===== src/rtl/wb_host_pkg.sv =====
// -----------------------------------------------------------------------------
// wb_host_pkg
// Types and constants for the management-core to user-area wishbone bridge.
// Also shared with the interconnect bench.
//   wb_host_state_e : bridge FSM states (IDLE, REQ, RESP)
//   WB_ERR_DATA     : response data returned when the slave signals err
//   WB_DECERR_DATA  : response data returned on a decode miss
//   WB_TOERR_DATA   : response data returned on a bus timeout
//   sat_inc8        : saturating increment for the 8-bit error counter
// -----------------------------------------------------------------------------
package wb_host_pkg;

    typedef enum logic [1:0] {
        ST_IDLE = 2'd0,
        ST_REQ  = 2'd1,
        ST_RESP = 2'd2
    } wb_host_state_e;

    localparam logic [31:0] WB_ERR_DATA    = 32'hBADB_AD00;
    localparam logic [31:0] WB_DECERR_DATA = 32'hFFFF_FFFF;
    localparam logic [31:0] WB_TOERR_DATA  = 32'hDEAD_0000;

    // Error counter sticks at all-ones so a flood of errors never reads as few.
    function automatic logic [7:0] sat_inc8(input logic [7:0] value);
        logic [7:0] result;
        if (value == 8'hFF) begin
            result = 8'hFF;
        end else begin
            result = value + 8'h01;
        end
        return result;
    endfunction

endpackage : wb_host_pkg


===== src/rtl/wb_host_timeout.sv =====
// -----------------------------------------------------------------------------
// wb_host_timeout
// Bus-timeout counter for wb_host_bridge (used only when WB_HOST_TIMEOUT_EN
// is defined). The count is held at zero while clr is high, advances once per
// cycle while en is high, and expired flags the last allowed REQ cycle.
//   clk_i   : clock
//   rst_n   : asynchronous active-low reset
//   clr     : hold the counter at zero (bridge not in REQ)
//   en      : count this cycle (bridge in REQ)
//   expired : count has reached TIMEOUT_CYC-1 while enabled
// -----------------------------------------------------------------------------
module wb_host_timeout #(
    parameter int unsigned TIMEOUT_CYC = 255,
    parameter int unsigned TO_W        = 8
) (
    input  logic clk_i,
    input  logic rst_n,
    input  logic clr,
    input  logic en,
    output logic expired
);

    localparam logic [TO_W-1:0] CNT_LAST = TO_W'(TIMEOUT_CYC - 1);
    localparam logic [TO_W-1:0] CNT_ONE  = TO_W'(1);

    logic [TO_W-1:0] cnt_r;

    // Cycle counter for the current REQ phase; cleared outside REQ.
    always_ff @(posedge clk_i or negedge rst_n) begin
        if (!rst_n) begin
            cnt_r <= {TO_W{1'b0}};
        end else if (clr) begin
            cnt_r <= {TO_W{1'b0}};
        end else if (en) begin
            cnt_r <= cnt_r + CNT_ONE;
        end else begin
            cnt_r <= cnt_r;
        end
    end

    assign expired = en && (cnt_r == CNT_LAST);

endmodule : wb_host_timeout


===== src/rtl/wb_host_bridge.sv =====
// -----------------------------------------------------------------------------
// wb_host_bridge
// Bridges the Caravel management-core wishbone slave port to master M0 of the
// user-area interconnect. Decodes the user window, strips the base address,
// and forwards a single registered transaction at a time. Slave errors,
// decode misses and (optionally) timeouts are returned to the host as an
// acknowledged response carrying a fixed error pattern.
//
// Optional feature macro: WB_HOST_TIMEOUT_EN
//   defined   : REQ is aborted after TIMEOUT_CYC cycles with WB_TOERR_DATA
//   undefined : REQ waits for the slave indefinitely
//
// Ports
//   clk_i, rst_n                  : clock, asynchronous active-low reset
//   wbs_cyc_i/stb_i/we_i          : host control
//   wbs_adr_i, wbs_dat_i, wbs_sel_i : host address, write data, byte selects
//   wbs_dat_o, wbs_ack_o          : host read data / error pattern, ack
//   m_wb_cyc_o/stb_o/we_o         : interconnect control
//   m_wb_adr_o                    : window offset, word aligned
//   m_wb_dat_o, m_wb_sel_o        : interconnect write data, byte selects
//   m_wb_dat_i, m_wb_ack_i, m_wb_err_i : interconnect response
//   err_cnt_o                     : saturating count of error responses
//   busy_o                        : high whenever the FSM is not IDLE
// -----------------------------------------------------------------------------
module wb_host_bridge
    import wb_host_pkg::*;
#(
    parameter logic [31:0] BASE_ADDR   = 32'h3000_0000,
    parameter int unsigned WIN_BITS    = 14,
    parameter int unsigned TIMEOUT_CYC = 255,
    parameter int unsigned TO_W        = 8
) (
    input  logic        clk_i,
    input  logic        rst_n,
    input  logic        wbs_cyc_i,
    input  logic        wbs_stb_i,
    input  logic        wbs_we_i,
    input  logic [31:0] wbs_adr_i,
    input  logic [31:0] wbs_dat_i,
    input  logic [3:0]  wbs_sel_i,
    output logic [31:0] wbs_dat_o,
    output logic        wbs_ack_o,
    output logic        m_wb_cyc_o,
    output logic        m_wb_stb_o,
    output logic        m_wb_we_o,
    output logic [31:0] m_wb_adr_o,
    output logic [31:0] m_wb_dat_o,
    output logic [3:0]  m_wb_sel_o,
    input  logic [31:0] m_wb_dat_i,
    input  logic        m_wb_ack_i,
    input  logic        m_wb_err_i,
    output logic [7:0]  err_cnt_o,
    output logic        busy_o
);

    // Parameter sanity: the interconnect target id lives in offset [13:12],
    // and the timeout must fit the counter width.
    if ((WIN_BITS < 14) || (WIN_BITS > 31) || (TIMEOUT_CYC < 2) ||
        (TIMEOUT_CYC > ((2 ** TO_W) - 1))) begin : g_bad_cfg
    end

    wb_host_state_e state_r;

    logic        req_s;
    logic        hit_s;
    logic [31:0] offset_s;
    logic        to_expire_s;
    logic        unused_adr_s;

    assign req_s        = wbs_cyc_i && wbs_stb_i;
    assign hit_s        = (wbs_adr_i[31:WIN_BITS] == BASE_ADDR[31:WIN_BITS]);
    assign unused_adr_s = ^wbs_adr_i[1:0];

    // Window offset: base stripped, zero-extended, forced word aligned.
    always_comb begin
        offset_s                 = 32'h0000_0000;
        offset_s[WIN_BITS-1:2]   = wbs_adr_i[WIN_BITS-1:2];
    end

`ifdef WB_HOST_TIMEOUT_EN
    logic to_clr_s;
    logic to_en_s;

    assign to_clr_s = (state_r != ST_REQ);
    assign to_en_s  = (state_r == ST_REQ);

    wb_host_timeout #(
        .TIMEOUT_CYC (TIMEOUT_CYC),
        .TO_W        (TO_W)
    ) u_timeout (
        .clk_i   (clk_i),
        .rst_n   (rst_n),
        .clr     (to_clr_s),
        .en      (to_en_s),
        .expired (to_expire_s)
    );
`else
    assign to_expire_s = 1'b0;
`endif

    // Bridge FSM; every output is a flop so the host and interconnect see
    // glitch-free signals and reset clears them all asynchronously.
    always_ff @(posedge clk_i or negedge rst_n) begin
        if (!rst_n) begin
            state_r    <= ST_IDLE;
            wbs_dat_o  <= 32'h0000_0000;
            wbs_ack_o  <= 1'b0;
            m_wb_cyc_o <= 1'b0;
            m_wb_stb_o <= 1'b0;
            m_wb_we_o  <= 1'b0;
            m_wb_adr_o <= 32'h0000_0000;
            m_wb_dat_o <= 32'h0000_0000;
            m_wb_sel_o <= 4'h0;
            err_cnt_o  <= 8'h00;
            busy_o     <= 1'b0;
        end else begin
            // Host ack is a single-cycle pulse raised only on entry to RESP.
            wbs_ack_o <= 1'b0;
            case (state_r)
                ST_IDLE: begin
                    if (req_s && hit_s) begin
                        m_wb_cyc_o <= 1'b1;
                        m_wb_stb_o <= 1'b1;
                        m_wb_we_o  <= wbs_we_i;
                        m_wb_adr_o <= offset_s;
                        m_wb_dat_o <= wbs_dat_i;
                        m_wb_sel_o <= wbs_sel_i;
                        busy_o     <= 1'b1;
                        state_r    <= ST_REQ;
                    end else if (req_s) begin
                        // Decode miss: answer locally, nothing goes downstream.
                        wbs_dat_o <= WB_DECERR_DATA;
                        wbs_ack_o <= 1'b1;
                        err_cnt_o <= sat_inc8(err_cnt_o);
                        busy_o    <= 1'b1;
                        state_r   <= ST_RESP;
                    end else begin
                        state_r <= ST_IDLE;
                    end
                end
                ST_REQ: begin
                    if (!wbs_cyc_i) begin
                        // Host gave up: release the bus without an ack.
                        m_wb_cyc_o <= 1'b0;
                        m_wb_stb_o <= 1'b0;
                        busy_o     <= 1'b0;
                        state_r    <= ST_IDLE;
                    end else if (m_wb_err_i) begin
                        // Error has priority over a simultaneous ack.
                        m_wb_cyc_o <= 1'b0;
                        m_wb_stb_o <= 1'b0;
                        wbs_dat_o  <= WB_ERR_DATA;
                        wbs_ack_o  <= 1'b1;
                        err_cnt_o  <= sat_inc8(err_cnt_o);
                        state_r    <= ST_RESP;
                    end else if (m_wb_ack_i) begin
                        m_wb_cyc_o <= 1'b0;
                        m_wb_stb_o <= 1'b0;
                        wbs_dat_o  <= m_wb_we_o ? 32'h0000_0000 : m_wb_dat_i;
                        wbs_ack_o  <= 1'b1;
                        state_r    <= ST_RESP;
                    end else if (to_expire_s) begin
                        m_wb_cyc_o <= 1'b0;
                        m_wb_stb_o <= 1'b0;
                        wbs_dat_o  <= WB_TOERR_DATA;
                        wbs_ack_o  <= 1'b1;
                        err_cnt_o  <= sat_inc8(err_cnt_o);
                        state_r    <= ST_RESP;
                    end else begin
                        state_r <= ST_REQ;
                    end
                end
                ST_RESP: begin
                    busy_o  <= 1'b0;
                    state_r <= ST_IDLE;
                end
                default: begin
                    m_wb_cyc_o <= 1'b0;
                    m_wb_stb_o <= 1'b0;
                    busy_o     <= 1'b0;
                    state_r    <= ST_IDLE;
                end
            endcase
        end
    end

endmodule : wb_host_bridge


===== config.mk =====
export PLATFORM = sky130hd
export DESIGN_NAME = wb_host_bridge
export DESIGN_NICKNAME = d
export VERILOG_FILES = /design/src/rtl/wb_host_pkg.sv /design/src/rtl/wb_host_timeout.sv /design/src/rtl/wb_host_bridge.sv
export SDC_FILE = /design/constraint.sdc
export NUM_CORES = 1
export LEC_CHECK = 0
export ABC_CLOCK_PERIOD_IN_PS = 3040
export CAP_MARGIN = 20
export CELL_PAD_IN_SITES_DETAIL_PLACEMENT = 0
export CELL_PAD_IN_SITES_GLOBAL_PLACEMENT = 1
export CORE_ASPECT_RATIO = 1.5
export CORE_MARGIN = 1.5
export CORE_UTILIZATION = 31
export DETAILED_ROUTE_END_ITERATION = 10
export PLACE_DENSITY = 0.9
export SETUP_SLACK_MARGIN = 0.4
export SLEW_MARGIN = 20
export SYNTH_ARGS = -nofsm -noshare
export SYNTH_HDL_FRONTEND = slang
export SYNTH_SLANG_ARGS = --single-unit

===== constraint.sdc =====
create_clock -name clk_i -period 3.04 [get_ports clk_i]
set_clock_uncertainty 0.15 [all_clocks]
set_input_delay 0.456 -clock clk_i [delete_from_list [all_inputs] [get_ports clk_i]]
set_output_delay 0.456 -clock clk_i [all_outputs]
set_load 0.03 [all_outputs]

=== After elaboration in Yosys (flattened, before gate mapping) ===
Cells that the tools add are included.

* Add/sub/neg operators: 1
* Equality and inequality tests: 13
* Muxes and demuxes: 34
* Bitwise gates (word level): 1
* Reduce and logical (&&, ||, !) cells: 9

{| class="wikitable"
|+ Operators with widths
! operator !! count
|-
| $mux W32 || 6
|-
| $pmux W32 S2 || 1
|-
| $mux W8 || 5
|-
| $eq A18 B16 Y1 const B || 1
|-
| $pmux W8 S2 || 1
|-
| $mux W1 || 12
|-
| $ne A2 B2 Y1 const B || 6
|-
| $mux W2 || 5
|-
| $reduce_and A5 Y1 || 2
|-
| $add A8 B1 Y8 const B || 1
|-
| $eq A8 B8 Y1 const B || 1
|-
| $ne A3 B3 Y1 const B || 2
|-
| $ne A4 B4 Y1 const B || 1
|-
| $pmux W1 S2 || 2
|-
| $pmux W2 S2 || 1
|-
| $reduce_and A2 Y1 || 2
|-
| $pmux W1 S3 || 1
|-
| $reduce_and A3 Y1 || 1
|-
| $eq A2 B1 Y1 const B || 1
|-
| $eq A2 B2 Y1 const B || 1
|-
| $logic_and A1 B1 Y1 || 2
|-
| $logic_not A2 Y1 || 1
|-
| $reduce_bool A2 Y1 || 1
|-
| $not A1 Y1 || 1
|}

* Bits in registers: 94
* Logic and storage cells: 68

=== Depth between registers and ports, before layout ===
* Word-level depth: 5
* Gate-level depth with buffers: 7
* Gate-level depth less buffers: 6

=== Worst setup path before layout ===
OpenSTA, ideal clock, no wires.

* Kind: input to register
* From: in wbs_adr_i[22]
* To: reg m_wb_dat_o[5]
* Library setup time: 0.127 ns
* Arrival: 1.812 ns
* Data required time: 2.763 ns
* Slack: 0.950 ns
* Stages: 6
* Path buffers: 2
* Cell sequence: nor4_1 > nand4_1 > nor3_4 > buf_6 > buf_6 > mux2_1

* Longest elaborated chain between the ends: 3

{| class="wikitable"
|+ RTL lines
! element !! RTL line !! text
|-
| from (decl) || wb_host_bridge.sv:38 || <nowiki>input logic [31:0] wbs_adr_i,</nowiki>
|-
| $eq A18 B16 Y1 || wb_host_bridge.sv:71 || <nowiki>assign hit_s = (wbs_adr_i[31:WIN_BITS] == BASE_ADDR[31:WIN_BITS]);</nowiki>
|-
| $logic_and A1 B1 Y1 || wb_host_bridge.sv:121 || <nowiki>if (req_s && hit_s) begin</nowiki>
|-
| $reduce_and A2 Y1 (no source line) || -- ||
|-
| to (signal assigned) || wb_host_bridge.sv:126 || <nowiki>m_wb_dat_o <= wbs_dat_i;</nowiki>
|-
| to (decl) || wb_host_bridge.sv:47 || <nowiki>output logic [31:0] m_wb_dat_o,</nowiki>
|}

No other way between the ends.
A chain may end at the register's enable or synchronous reset.

=== Final worst setup path ===
* From: in wbs_adr_i[22]
* To: reg m_wb_dat_o[25]

The elaborated chain is that of the path after synthesis.

==> key figures <==
Route
  – Detailed Route WL: 11.00 mm
  – WL/cell: 16.47 um
  – Vias per inst: about 4.7
  – DRC: 0
  – Drt initial violations: 90
  – Total number of vias: approximately 3.2k
  – First-pass DRT Iterations: 4
  – Routed Antenna Nets: 0

Clocking
  – Clock Latency Late Sink: 0.33 ns
  – Setup bufs post-CTS: 0
  – Total CTS buffers: 9
  – Post-cts resize count: 0
  – Root buf cell: clkbuf_16
  – Clk slew on worst S/H paths: 0.06 ns
  – Hold buffer count at CTS: 0
  – H-tree depth: 3
  – CTS tree: built
  – Clock Tree Buf Depth: 2
  – Sink Count: between 90 and 100

Power
  – Pwr/cell area: 455.9 nW/um2
  – Pleak: roughly 0.0028 uW
  – Maximum VDD drop: between 0.2 and 0.25 mV

Synth
  – Post-synth EDFFs: 0
  – Synth warnings: 0
  – Seq/Total Area, Yosys: about three fifths
  – Cells after Synth: about 310
  – Unique masters post-synth: 34
  – Count leader, synth: dfrtp_1
  – Multiplexer share of the synthesized area: 15.25%
  – Post-Synth XOR/XNOR Area: 0%
  – Synth area leader: dfrtp_1
  – Syn Area/Cell: 12.96 um2
  – Synth Area in Compound Gates: a little under a tenth
  – Leading cell types by total area after synthesis: dfrtp_1, mux2_2, a2bb2oi_1, buf_4, nand2b_1
  – Commonest cells post-synth: dfrtp_1, mux2_2, a2bb2oi_1
  – Post-synthesis adder-cell area fraction: 0.3124%
  – Largest family of logic cells by synthesized area: multiplexers
  – Post-synth ARST share: 100.0%
  – Mapped Area: 4005 um2
  – Most used DFF post-synth: dfrtp_1
  – Synth Register Bits: 94
  – Post-synth top area share: 58.73%
  – Post-Synth Simple-Gate Area: under 10%

Floorplanning
  – Die X: about 96 um
  – Die footprint: roughly 14,000 um2
  – Die height: around 140 um
  – Core area: ~13,000 um2
  – Top Ports: between 200 and 250
  – Row cnt: 50
  – Initial core utilization: a little under a third

Worst setup path
  – Crit end category: flop
  – Critical path launch point type: primary input
  – Reg2reg end: m_wb_dat_o[25]
  – Crit-path cells: clkdlybuf4s50_1 > nor4_1 > nand4_1 > nor3_4 > buf_12 > mux2_2
  – Worst r2r path cells: 5
  – Crit Path Category: primary input to flop
  – Reg-to-reg setup timing slack: about 0.9 ns
  – Max incr delay on CP: 0.43 ns
  – CP arrival: 2.45 ns
  – Crit path launch: wbs_adr_i[22]
  – Worst Setup EP: m_wb_dat_o[25]
  – Crit-path max FO: 29
  – Slowest stage cell, crit path: nor3_4
  – Required @ worst endpoint: roughly 3.1 ns
  – Worst reg2reg startpoint: state_r[1]

STA
  – Post-layout minimum cycle time: between 2 and 2.5 ns
  – Slew HR: between 50% and 60%
  – Hold slack: -0.002894 ns
  – TNS Setup: 0 ns
  – Measured slew at the worst slew-check pin: between 0.6 and 0.7 ns
  – RSZ-0062 raised after global routing: false
  – Fin. Hold Viols: 1
  – F_max: ~420 MHz
  – Fin crit share: ~78%
  – Max Slew Vio Count: 0
  – # setup viols final: 0

Outcome
  – Failing checks: hold timing
  – Status: finished with violations

Global route
  – First-pass GRT wire length: ~17 mm
  – Tot GR Track Use: 16.56%
  – Largest net degree at the start of global routing: roughly 50
  – GRT overflow: 0
  – Antenna violations before repair: 0
  – Vias in the first global route: 3,373

Flow run
  – Max-cap violations: 0

Final layout
  – FF+latch area: between 2000 and 2500 um2
  – Final #Nets: about 600
  – Area Overhead vs Synth: 59.26%
  – Fillcell total: between 1k and 1.5k
  – Non-Filler Instances: ~670
  – Share of layout cells above drive strength 1: between 10% and 20%
  – # diodes: 0
  – Area used by multi-input combinational logic: around 1500 um2

Placed design
  – Cell total after placement: roughly 650
  – Number of port buffers: just under 200
  – Hpwl dp: between 8 and 9 mm
  – Gpl congestion: between 0.7 and 0.8

Worst hold path
  – Hold/Removal Path Class: primary input to asynchronous set/reset pin
[final cells by class]
| type | count | area share, % |
|---|---|---|
| Inverter | 1 | 0.05885 |
| Multi-Input combinational cell | 196 | 23.05 |
| Timing Repair Buffer | 205 | 32.40 |
| Sequential cell | 94 | 36.88 |
| Clock inverter | 5 | 0.9023 |
| Tap cell | 156 | 3.060 |
| Clock buffer | 11 | 3.648 |
[worst min path at each step]
stage	end	slack, ns	cells after the start
after global routing	m_wb_dat_o[31]	0.04	1
after floorplan	busy_o	0.01	0
final	m_wb_dat_o[31]	-0.003	1
after detailed placement	busy_o	0.33	1
after global placement	m_wb_dat_o[6]	0.32	1
after CTS	m_wb_dat_o[31]	0.02	1
[cells in the final DEF, fill, tap and decap left out, drive strengths merged, types with 5 or more instances in the layout]
master and instances:
conb 20, clkbuf 11, mux2 53, nand2b 21
nand2 25, a2bb2oi 33, dfrtp 94, clkdlybuf4s50 196
buf 9, nor4 5, nor2 9
[state kept, by name, indices dropped and copies added (netlist names)]
| signal | flops |
|---|---|
| m_wb_stb_o | 1 |
| err_cnt_o | 8 |
| wbs_ack_o | 1 |
| m_wb_dat_o | 32 |
| m_wb_we_o | 1 |
| busy_o | 1 |
| m_wb_sel_o | 4 |
| m_wb_adr_o | 12 |
| state_r | 2 |
| wbs_dat_o | 32 |
[routing by layer]
metal | GRT usage [%] | vias up | wire [um]
li1 | - | 1442 | -
met1 | 17.60 | 1544 | 3972
met2 | 28.80 | 151 | 5736
met3 | 6.036 | 23 | 1004
met4 | 7.121 | 0 | 289
met5 | 0 | - | 0
[power by group]
group / switching (uW) / internal (uW)
combinational: 234 / 237
sequential: 42.8 / 1290
clock: 465 / 641
[worst max-delay path: cells and delay by family]
family | cells | cell delay, ns
buffers and inverters | 2 | 0.64
and+or+nand+nor | 3 | 0.97
muxes | 1 | 0.37
[stage by stage]
stage / util [%] / hold slack, ns / cell area (um2) / setup slack (ns) / power, uW
after detailed placement: 48.42 / 0.3306 / 6088 / 0.2719 / 1827
after floorplan: - / 0.01041 / 4076 / 0.9503 / 1571
after global routing: 50.73 / 0.04108 / 6379 / 0.4658 / 3047
after global placement: 48.42 / 0.3204 / 6088 / 0.2989 / 1815
final: 50.73 / -0.002894 / 6379 / 0.6538 / 2908
after CTS: 50.73 / 0.01726 / 6379 / 0.6250 / 2958
[cell families after synthesis]
family	count (synthesis)
fa+ha+maj	1
buf+inv	38
compound gates	46
flops	94
other cells	1
mux	54
simple gates	75
No activity file was read; power rests on OpenSTA's default activity.
